[src/rtl/cpu_types_pkg.sv]
`default_nettype none
// ============================================================================
//  Package     : cpu_types_pkg
//  Description : Shared CPU types: data word, RAM port state and the
//                data-memory responder FSM state and error word.
//  Revision    : 1.0 - initial release
// ============================================================================
package cpu_types_pkg;

  // Native data word of the CPU.
  typedef logic [31:0] word_t;

  // State reported by the RAM port.
  typedef enum logic [1:0] {
    FREE   = 2'd0,
    BUSY   = 2'd1,
    ACCESS = 2'd2,
    ERROR  = 2'd3
  } ramstate_t;

  // Data-memory responder FSM states.
  typedef enum logic [1:0] {
    IDLE = 2'd0,
    REQ  = 2'd1,
    DONE = 2'd2
  } dmem_state_t;

  // Value returned on dmemload when an access fails or times out.
  localparam word_t DMEM_ERR_WORD = 32'hBAD1_BAD1;

endpackage : cpu_types_pkg
`default_nettype wire

[src/rtl/dmem_load_buf.sv]
`default_nettype none
// ============================================================================
//  Module      : dmem_load_buf
//  Description : One-entry load buffer {valid, word address, data} with
//                combinational lookup, fill on a successful RAM load and
//                invalidate. Only instantiated when DMEM_LOAD_BUF_EN is set.
//  Revision    : 1.0 - initial release
// ============================================================================
module dmem_load_buf #(
  parameter int WADDR_W = 30,
  parameter int DATA_W  = 32
) (
  input  logic               CLK,
  input  logic               nRST,
  input  logic [WADDR_W-1:0] i_lookup_waddr,
  output logic               o_hit,
  output logic [DATA_W-1:0]  o_data,
  input  logic               i_fill,
  input  logic [WADDR_W-1:0] i_fill_waddr,
  input  logic [DATA_W-1:0]  i_fill_data,
  input  logic               i_inval
);

  logic               r_valid;
  logic [WADDR_W-1:0] r_waddr;
  logic [DATA_W-1:0]  r_data;

  // Entry update: invalidate wins over fill so a stale line can never survive.
  always_ff @(posedge CLK or negedge nRST) begin
    if (!nRST) begin
      r_valid <= 1'b0;
      r_waddr <= '0;
      r_data  <= '0;
    end else if (i_inval) begin
      r_valid <= 1'b0;
    end else if (i_fill) begin
      r_valid <= 1'b1;
      r_waddr <= i_fill_waddr;
      r_data  <= i_fill_data;
    end
  end

  assign o_hit  = r_valid && (r_waddr == i_lookup_waddr);
  assign o_data = r_data;

endmodule : dmem_load_buf
`default_nettype wire

[src/rtl/dmem_responder.sv]
`default_nettype none
// ============================================================================
//  Module      : dmem_responder
//  Description : Far end of the MEM-stage dmemREN/dmemWEN request. Runs one
//                load or store at a time against the RAM port and returns a
//                one-cycle dhit with dmemload. RAM ERROR or a REQ timeout
//                returns DMEM_ERR_WORD and sets the sticky memerr flag.
//                Optional macro DMEM_LOAD_BUF_EN adds a one-entry load buffer
//                that answers repeated loads without a RAM access.
//  Revision    : 1.0 - initial release
// ============================================================================
module dmem_responder
  import cpu_types_pkg::*;
#(
  parameter int ADDR_W      = 32,
  parameter int DATA_W      = 32,
  parameter int TIMEOUT_CYC = 255
) (
  input  logic              CLK,
  input  logic              nRST,
  input  logic              dmemREN,
  input  logic              dmemWEN,
  input  logic [ADDR_W-1:0] dmemaddr,
  input  logic [DATA_W-1:0] dmemstore,
  input  logic              halt,
  output logic              dhit,
  output logic [DATA_W-1:0] dmemload,
  output logic              memerr,
  output logic              ramREN,
  output logic              ramWEN,
  output logic [ADDR_W-1:0] ramaddr,
  output logic [DATA_W-1:0] ramstore,
  input  logic [DATA_W-1:0] ramload,
  input  ramstate_t         ramstate
);

  // REQ cycle index at which the access is abandoned (REQ lasts TIMEOUT_CYC cycles).
  localparam logic [7:0] c_TIMEOUT_LAST = 8'(TIMEOUT_CYC - 1);

  dmem_state_t       r_state;
  logic [7:0]        r_cnt;
  logic              w_req;
  logic              w_timeout;
  logic              w_fail;
  logic              w_buf_hit;
  logic [DATA_W-1:0] w_buf_data;

  assign w_req     = (dmemREN | dmemWEN) & ~halt;
  assign w_timeout = (r_cnt == c_TIMEOUT_LAST);
  // ACCESS takes precedence: a response on the last allowed cycle still succeeds.
  assign w_fail    = (r_state == REQ) && (ramstate != ACCESS) &&
                     ((ramstate == ERROR) || w_timeout);

`ifdef DMEM_LOAD_BUF_EN
  logic w_buf_fill;
  logic w_buf_inval;

  assign w_buf_fill  = (r_state == REQ) && (ramstate == ACCESS) && ramREN;
  assign w_buf_inval = ((r_state == IDLE) && w_req && dmemWEN) || w_fail;

  dmem_load_buf #(
    .WADDR_W (ADDR_W - 2),
    .DATA_W  (DATA_W)
  ) u_load_buf (
    .CLK            (CLK),
    .nRST           (nRST),
    .i_lookup_waddr (dmemaddr[ADDR_W-1:2]),
    .o_hit          (w_buf_hit),
    .o_data         (w_buf_data),
    .i_fill         (w_buf_fill),
    .i_fill_waddr   (ramaddr[ADDR_W-1:2]),
    .i_fill_data    (ramload),
    .i_inval        (w_buf_inval)
  );
`else
  assign w_buf_hit  = 1'b0;
  assign w_buf_data = '0;
`endif

  // Request FSM with registered strobes, completion pulse and load data.
  always_ff @(posedge CLK or negedge nRST) begin
    if (!nRST) begin
      r_state  <= IDLE;
      r_cnt    <= '0;
      dhit     <= 1'b0;
      dmemload <= '0;
      memerr   <= 1'b0;
      ramREN   <= 1'b0;
      ramWEN   <= 1'b0;
      ramaddr  <= '0;
      ramstore <= '0;
    end else begin
      dhit <= 1'b0;
      case (r_state)
        IDLE: begin
          if (w_req) begin
            if (!dmemWEN && w_buf_hit) begin
              // Buffered load: answer directly, RAM is never touched.
              dhit     <= 1'b1;
              dmemload <= w_buf_data;
              r_state  <= DONE;
            end else begin
              // Store wins when both requests are raised together.
              r_cnt    <= '0;
              ramREN   <= ~dmemWEN;
              ramWEN   <= dmemWEN;
              ramaddr  <= dmemaddr;
              ramstore <= dmemstore;
              r_state  <= REQ;
            end
          end
        end
        REQ: begin
          if (ramstate == ACCESS) begin
            if (ramREN) begin
              dmemload <= ramload;
            end
            dhit    <= 1'b1;
            ramREN  <= 1'b0;
            ramWEN  <= 1'b0;
            r_state <= DONE;
          end else if (w_fail) begin
            dmemload <= DATA_W'(DMEM_ERR_WORD);
            memerr   <= 1'b1;
            dhit     <= 1'b1;
            ramREN   <= 1'b0;
            ramWEN   <= 1'b0;
            r_state  <= DONE;
          end else if (r_cnt != 8'hFF) begin
            r_cnt <= r_cnt + 8'd1;
          end
        end
        DONE: begin
          r_state <= IDLE;
        end
        default: begin
          r_state <= IDLE;
        end
      endcase
    end
  end

endmodule : dmem_responder
`default_nettype wire

[config.mk]
export PLATFORM = sky130hd
export DESIGN_NAME = dmem_responder
export DESIGN_NICKNAME = d
export VERILOG_FILES = /design/src/rtl/cpu_types_pkg.sv /design/src/rtl/dmem_load_buf.sv /design/src/rtl/dmem_responder.sv
export SDC_FILE = /design/constraint.sdc
export NUM_CORES = 1
export LEC_CHECK = 0
export CORE_MARGIN = 2
export CORE_UTILIZATION = 44
export DETAILED_ROUTE_END_ITERATION = 10
export PLACE_DENSITY = 0.91
export SLEW_MARGIN = 5
export SYNTH_ARGS = -nofsm -noshare
export SYNTH_HDL_FRONTEND = slang
export SYNTH_SLANG_ARGS = --single-unit
[constraint.sdc]
create_clock -name CLK -period 2.64 [get_ports CLK]
set_input_delay 0.66 -clock CLK [delete_from_list [all_inputs] [get_ports CLK]]
set_output_delay 0.66 -clock CLK [all_outputs]
set_load 0.01 [all_outputs]
==> results.ini, run 1 <==
[status]
status = completed

[synth]
yosysMostFrequentCell = nand2_1
synthTopCellsByCount = 200 x nand2_1, 110 x dfrtp_1, 18 x clkbuf_1, 18 x o22a_1, 14 x a22o_1
synthArstFlopShare_pct = 100.0
ys_seq_area_share_pct = 64.46
synthCells = 423
synth_nets = 528
ys_types = 37
ys.flop_type = dfrtp_1
synth_warnings = 0
ys_top_cells_by_area = dfrtp_1 64%, nand2_1 18%, o22a_1 3.7%, a22o_1 2.9%, clkbuf_1 1.6%
synthesis.area_mm2 = 0.004270
avgSynthCellArea_um2 = 10.10
synth_top_area_share_pct = 64.46
synth_edf_count = 0
yosysTopAreaCell = dfrtp_1
synth-seq-cells = 110

[layout]
antenna_cells = 0
finish.utilization_pct = 71.29
fin_nets = 726
drive_above_1_share_pct = 5.112
stdcell_area_mm2 = 0.006650
area_delta_synth_final_pct = 55.73

[route]
wl_mm = 11.56
firstDrtPassIters = 6
drt-wirelength-per-cell_um = 15.32
vias = 3734
dr.first_iter.drc_count = 165
ant_nets = 0
viasPerCell = 4.946
drcViolationCount = 0

[power]
p_per_area_mw_per_mm2 = 831.9
power.leakage_nw = 3.075
p_clk_share_pct = 19.3
power_frac_seq_pct = 44.0
swShare_pct = 31.87
power_frac_comb_pct = 36.7
p_switching_mw = 1.763
p_int_mw = 3.769
ir_worst_vdd_mv = 0.4594

[setup_path]
path_cells = clkdlybuf4s50_1, nor2_1, or4_2, buf_4, nand2_1, nand2_1
crit_top_cell = nand2_1
cp.buffers_inverters = 2
endpoint_kind = flop
arrival_ps = 2430
max_stage_delay_ps = 720
cp_data_required_time_ps = 2900
path_class = in2reg
critical-path-top-delay-family = simple AND/OR/NAND/NOR gates
cp-start-kind = input pin
slowest_stage = or4_2
cp_max_fo = 22

[sta]
fin_skew_ps = 14.66
slew_violations = 0
setup_viol = 0
rsz0062_at_grt = no
hold_violations = 0
fmax_mhz = 459.7
tightest_slew_ps = 489.3
relSlewSlack_pct = 67.38
post-route-min-period_ps = 2175
fin_crit_sh_pct = 82.40
finalSetupTns_ps = 0

[clocking]
post_cts_resized = 0
clkTransAtPathRegs_ps = 110
cts.sinks = 110
cts_tree = built
cts_setup_buffers = 0
hold_buffers = 0
ctsRootBufferMaster = clkbuf_8
numCtsBuffers = 9
ctsHtreeMaxLevel = 3
clkLatencyLatePin_ps = 360
clockBufferDepth = 2

[floorplan]
die_y_um = 102.5
row_count = 35
start_util_pct = 45.78
dieWidth_um = 102.5
ios = 203
die_area_mm2 = 0.01051
core-area_mm2 = 0.009328

[min_path]
hold_path.class = in2async

[global_route]
grt_pass1_vias = 3701
antenna_found_initial = 0
grt_start_max_net_pins = 44
grt_pass1_wl_mm = 17.51
grt_usage_pct = 21.25
gr-total-overflow = 0

[place]
placedInstanceArea_mm2 = 0.006432
hpwlAfterDp_mm = 8.616
io_buffers = 202
gp_congestion = 0.7724

[run]
drv_cap = 0

-- flip-flops by register name (all words and copies together), names as in the netlist --
signal    count
r_cnt         8
ramWEN        1
r_state       2
ramstore     32
dmemload     32
memerr        1
dhit          1
ramREN        1
ramaddr      32
-- final cells by class --
cell class	instances	area, um^2
Sequential cell	110	2753
Fill cell	695	2678
Timing Repair Buffer	211	2112
Multi-Input combinational cell	285	1391
Tap cell	129	161.4
Clock buffer	9	123.9
Clock inverter	7	93.84
Inverter	4	15.01
-- power by group through the flow --
stage / Clock, mW / Sequential, mW / Combinational [mW]
finish: 1.07 / 2.43 / 2.03
detailed placement: 0 / 2.46 / 2.05
floorplan: 0 / 2.65 / 0.537
CTS: 1.10 / 2.44 / 2.06
global route: 1.16 / 2.49 / 2.20
global placement: 0 / 2.44 / 1.99
-- stage by stage --
stage | std cells | power (mW) | worst slack [ps] | hold slack (ps)
detailed placement | 739 | 4.512 | 115.8 | 444.6
CTS | 755 | 5.590 | 514.9 | 234.3
finish | 755 | 5.532 | 464.6 | 235.2
global route | 755 | 5.852 | 428.9 | 253.3
floorplan | 423 | 3.186 | 844.0 | 364.4
global placement | 739 | 4.429 | 169.1 | 440.6
-- final timing paths --
path,start,slack (ps),end,cells past startpoint
max,dmemWEN,460,ramaddr[2],6
min,nRST,240,dmemload[12],1
max reg2reg,r_state[0],800,ramaddr[2],4
min reg2reg,memerr,470,memerr,1
max in group asynchronous,nRST,1770,ramstore[26],2
min in group CLK,memerr,470,memerr,1
-- placed cells by master, fill, tap and decap left out, drive strengths merged, types with 2 or more instances in the layout --
cell,count
clkdlybuf4s50,201
nand2,200
dfrtp,110
o22a,18
a22o,14
buf,10
clkbuf,9
a21oi,7
nand3,6
o21ai,6
inv,6
nor2,3
and3,3
a31oi,3
and2,3
clkinv,3
nor2b,2
a41oi,2
ha,2
and4,2
-- metal layers --
layer	GRT usage [%]	vias to the layer above	part of all wire [%]	routed length [um]
li1	-	1781	-	-
met1	26.48	1760	40	4596
met2	36.05	174	50	5737
met3	6.102	19	8.9	1027
met4	6.667	0	1.7	202
met5	0	-	0	0
-- logic make-up after synthesis --
logic type	share of synthesized area (%)
multiplexers	0.2637
flip-flops	64.46
buffers and inverters	3.135
AO/OA/AOI/OAI	10.58
AND/OR/NAND/NOR	20.98
adder cells (fa/ha/maj)	0.5859
-- worst reg2reg max path, stage by stage, from the launching register on --
cell     delay [ps]
dfrtp_1         430
or4_2           860
buf_4           290
nand2_1         110
nand2_1          60
Note: power is estimated with default switching activity, not from simulation.
==> run 2, diff against run 1 <==
CORE_UTILIZATION = 37   (was 44)
PLACE_DENSITY = 0.83   (was 0.91)
clock period = 2 ns   (was 2.64 ns; I/O delays follow)
==> run 2 against run 1 <==
  * Critical path depth up 2
  * Sequential cell count did not move
  * Final area grew 1.9%
  * Clock power rose by 51%
  * Setup slack worse by 330 ps
  * First-iteration DRC count down 0.61%
  * Non-clock buffer count rose by 4
  * Global-route usage shrank 2.7 points
  * Die area is 18% higher
  * Power up 37%
  * Utilization shrank 11 points
  * Routed wire length down 0.48%
==> results.ini, run 2 (synthesis gave the netlist of run 1 again) <==
[setup_path]
max_stage_delay_ps = 520  ; was 720 ps
cp-start-kind = input pin  ; unchanged
path_cells = clkdlybuf4s50_1, nor2_1, buf_4, nor4_2, buf_4, buf_4, nand2_1, nand2_1  ; was clkdlybuf4s50_1, nor2_1, or4_2, buf_4, nand2_1, nand2_1
path_depth = 8  ; was 6
cp.buffers_inverters = 4  ; was 2
cp_max_fo = 15  ; was 22
r2r_setup_slack_ps = 190  ; was 800 ps
endpoint_kind = flop  ; unchanged
slowest_stage = clkdlybuf4s50_1  ; was or4_2
arrival_ps = 2140  ; was 2430 ps
r2r-end = r_cnt[4]  ; was ramaddr[2]
ff2ff_path_depth = 5  ; was 4
critical-path-top-delay-family = buffers and inverters  ; was simple AND/OR/NAND/NOR gates
crit_top_cell = buf_4  ; was nand2_1
endpoint = ramstore[24]  ; was ramaddr[2]
regToRegStartpoint = r_cnt[0]  ; was r_state[0]
path_class = in2reg  ; unchanged
cp_data_required_time_ps = 2280  ; was 2900 ps
critPathLaunch = dmemWEN  ; unchanged

[power]
swShare_pct = 30.22  ; was 31.87%
p_clk_share_pct = 21.5  ; was 19.3%
power_frac_seq_pct = 42.6  ; was 44.0%
power.leakage_nw = 3.132  ; was 3.075 nW
p_switching_mw = 2.283  ; was 1.763 mW
power_frac_comb_pct = 35.9  ; was 36.7%
ir_worst_vdd_mv = 0.6048  ; was 0.4594 mV
p_int_mw = 5.273  ; was 3.769 mW
p_per_area_mw_per_mm2 = 1115  ; was 831.9 mW/mm^2

[sta]
post-route-min-period_ps = 1869
tightest_slew_ps = 574.4  ; was 489.3 ps
relSlewSlack_pct = 61.70  ; was 67.38%
slew_violations = 0  ; unchanged
rsz0062_at_grt = no  ; unchanged
finalSetupTns_ps = 0  ; unchanged
fmax_mhz = 535.1
setup_viol = 0  ; unchanged
fin_crit_sh_pct = 93.44
hold_violations = 0  ; unchanged
fin_skew_ps = 8.834  ; was 14.66 ps

[route]
firstDrtPassIters = 4  ; was 6
viasPerCell = 4.805  ; was 4.946
drt-wirelength-per-cell_um = 14.89  ; was 15.32 um
ant_nets = 0  ; unchanged
vias = 3714  ; was 3734
wl_mm = 11.51  ; was 11.56 mm
drcViolationCount = 0  ; unchanged
dr.first_iter.drc_count = 164  ; was 165

[global_route]
gr-total-overflow = 0  ; unchanged
grt_usage_pct = 18.60  ; was 21.25%
antenna_found_initial = 0  ; unchanged
grt_pass1_wl_mm = 18.80  ; was 17.51 mm
grt_pass1_vias = 3833  ; was 3701
grt_start_max_net_pins = 111  ; was 44

[place]
io_buffers = 202  ; unchanged
gp_congestion = 0.8347  ; was 0.7724
dp.cells = 757  ; was 739
hpwlAfterDp_mm = 8.403  ; was 8.616 mm

[min_path]
hold_path.class = in2async  ; unchanged

[floorplan]
start_util_pct = 37.72  ; was 45.78%
die_area_mm2 = 0.01242  ; was 0.01051 mm^2
row_count = 39  ; was 35
ios = 203  ; unchanged
die_y_um = 111.4  ; was 102.5 um
core-area_mm2 = 0.01132  ; was 0.009328 mm^2
dieWidth_um = 111.4  ; was 102.5 um

[clocking]
ctsHtreeMaxLevel = 3  ; unchanged
clkTransAtPathRegs_ps = 70  ; was 110 ps
hold_buffers = 0  ; unchanged
clockBufferDepth = 2  ; unchanged
cts_tree = built  ; unchanged
clkLatencyLatePin_ps = 330  ; was 360 ps
post_cts_resized = 0  ; unchanged
cts_setup_buffers = 0  ; unchanged
cts.sinks = 110  ; unchanged
ctsRootBufferMaster = clkbuf_16  ; was clkbuf_8
numCtsBuffers = 9  ; unchanged

[layout]
top_regs = dmemload: 32 flops, ramaddr: 32 flops, ramstore: 32 flops  ; unchanged
area_delta_synth_final_pct = 58.69  ; was 55.73%
final-instance-count-excl-fill = 773  ; was 755
fin_nets = 730  ; was 726
final_cell_mix = 201 x clkdlybuf4s50_1, 200 x nand2_1, 110 x dfrtp_1  ; unchanged
drive_above_1_share_pct = 5.397  ; was 5.112%
antenna_cells = 0  ; unchanged
final_common_cell = clkdlybuf4s50_1  ; unchanged

[run]
drv_cap = 0  ; unchanged

[status]
status = completed  ; unchanged

## run 2: power by group through the flow
stage,clock network [mW],registers [mW],logic (mW)
after floorplan,0,3.50,0.708
after global placement,0,3.23,2.66
after detailed placement,0,3.25,2.73
after CTS,1.67,3.22,2.75
after global routing,1.77,3.30,2.93
final,1.62,3.22,2.72
## run 2: worst min path at each step
| stage | from | to | depth (start not counted) | slack (ps) |
|---|---|---|---|---|
| 6_report | nRST | dmemload[10] | 2 | 230 |
| 5_1_grt | nRST | dmemload[21] | 2 | 290 |
| 4_1_cts | nRST | dmemload[17] | 2 | 260 |
| 3_5_place_dp | ramstore[27] | ramstore[27] | 2 | 460 |
| 3_3_place_gp | memerr | memerr | 1 | 440 |
| 2_1_floorplan | nRST | dhit | 0 | 200 |
## run 2: area by class of cell
class / count / area [um^2]
clock buffer: 12 / 246.5
inverter: 4 / 15.01
timing repair buffer: 215 / 2167
fill: 942 / 4544
sequential: 110 / 2753
multi-input combinational: 285 / 1394
tap: 143 / 178.9
clock inverter: 4 / 22.52
## run 2: routing by layer
metal	part of all wire [%]	vias up	global-route usage [%]
met5	0	-	0
met2	46	164	29.88
met3	9.5	11	6.587
met1	44	1754	23.73
met4	1.1	0	6.091
li1	-	1785	-
## run 2: through the flow
step	hold WS, ps	power (mW)	worst slack (ps)	utilization (%)	instance area, um^2
global placement	444.6	5.893	-293.5	57.46	6505
detailed placement	461.4	5.982	-322.7	57.46	6505
CTS	263.6	7.641	32.46	59.84	6774
finish	229.9	7.556	131.3	59.86	6777
global route	286.1	8.009	22.84	59.86	6777
floorplan	204.4	4.206	361.9	-	4270
==> run 3, diff against run 2 <==
SKIP_CTS_REPAIR_TIMING = 1   (was default)
==> results of run 3 <==
Final layout, timing and power as in run 2 (identical DEF).
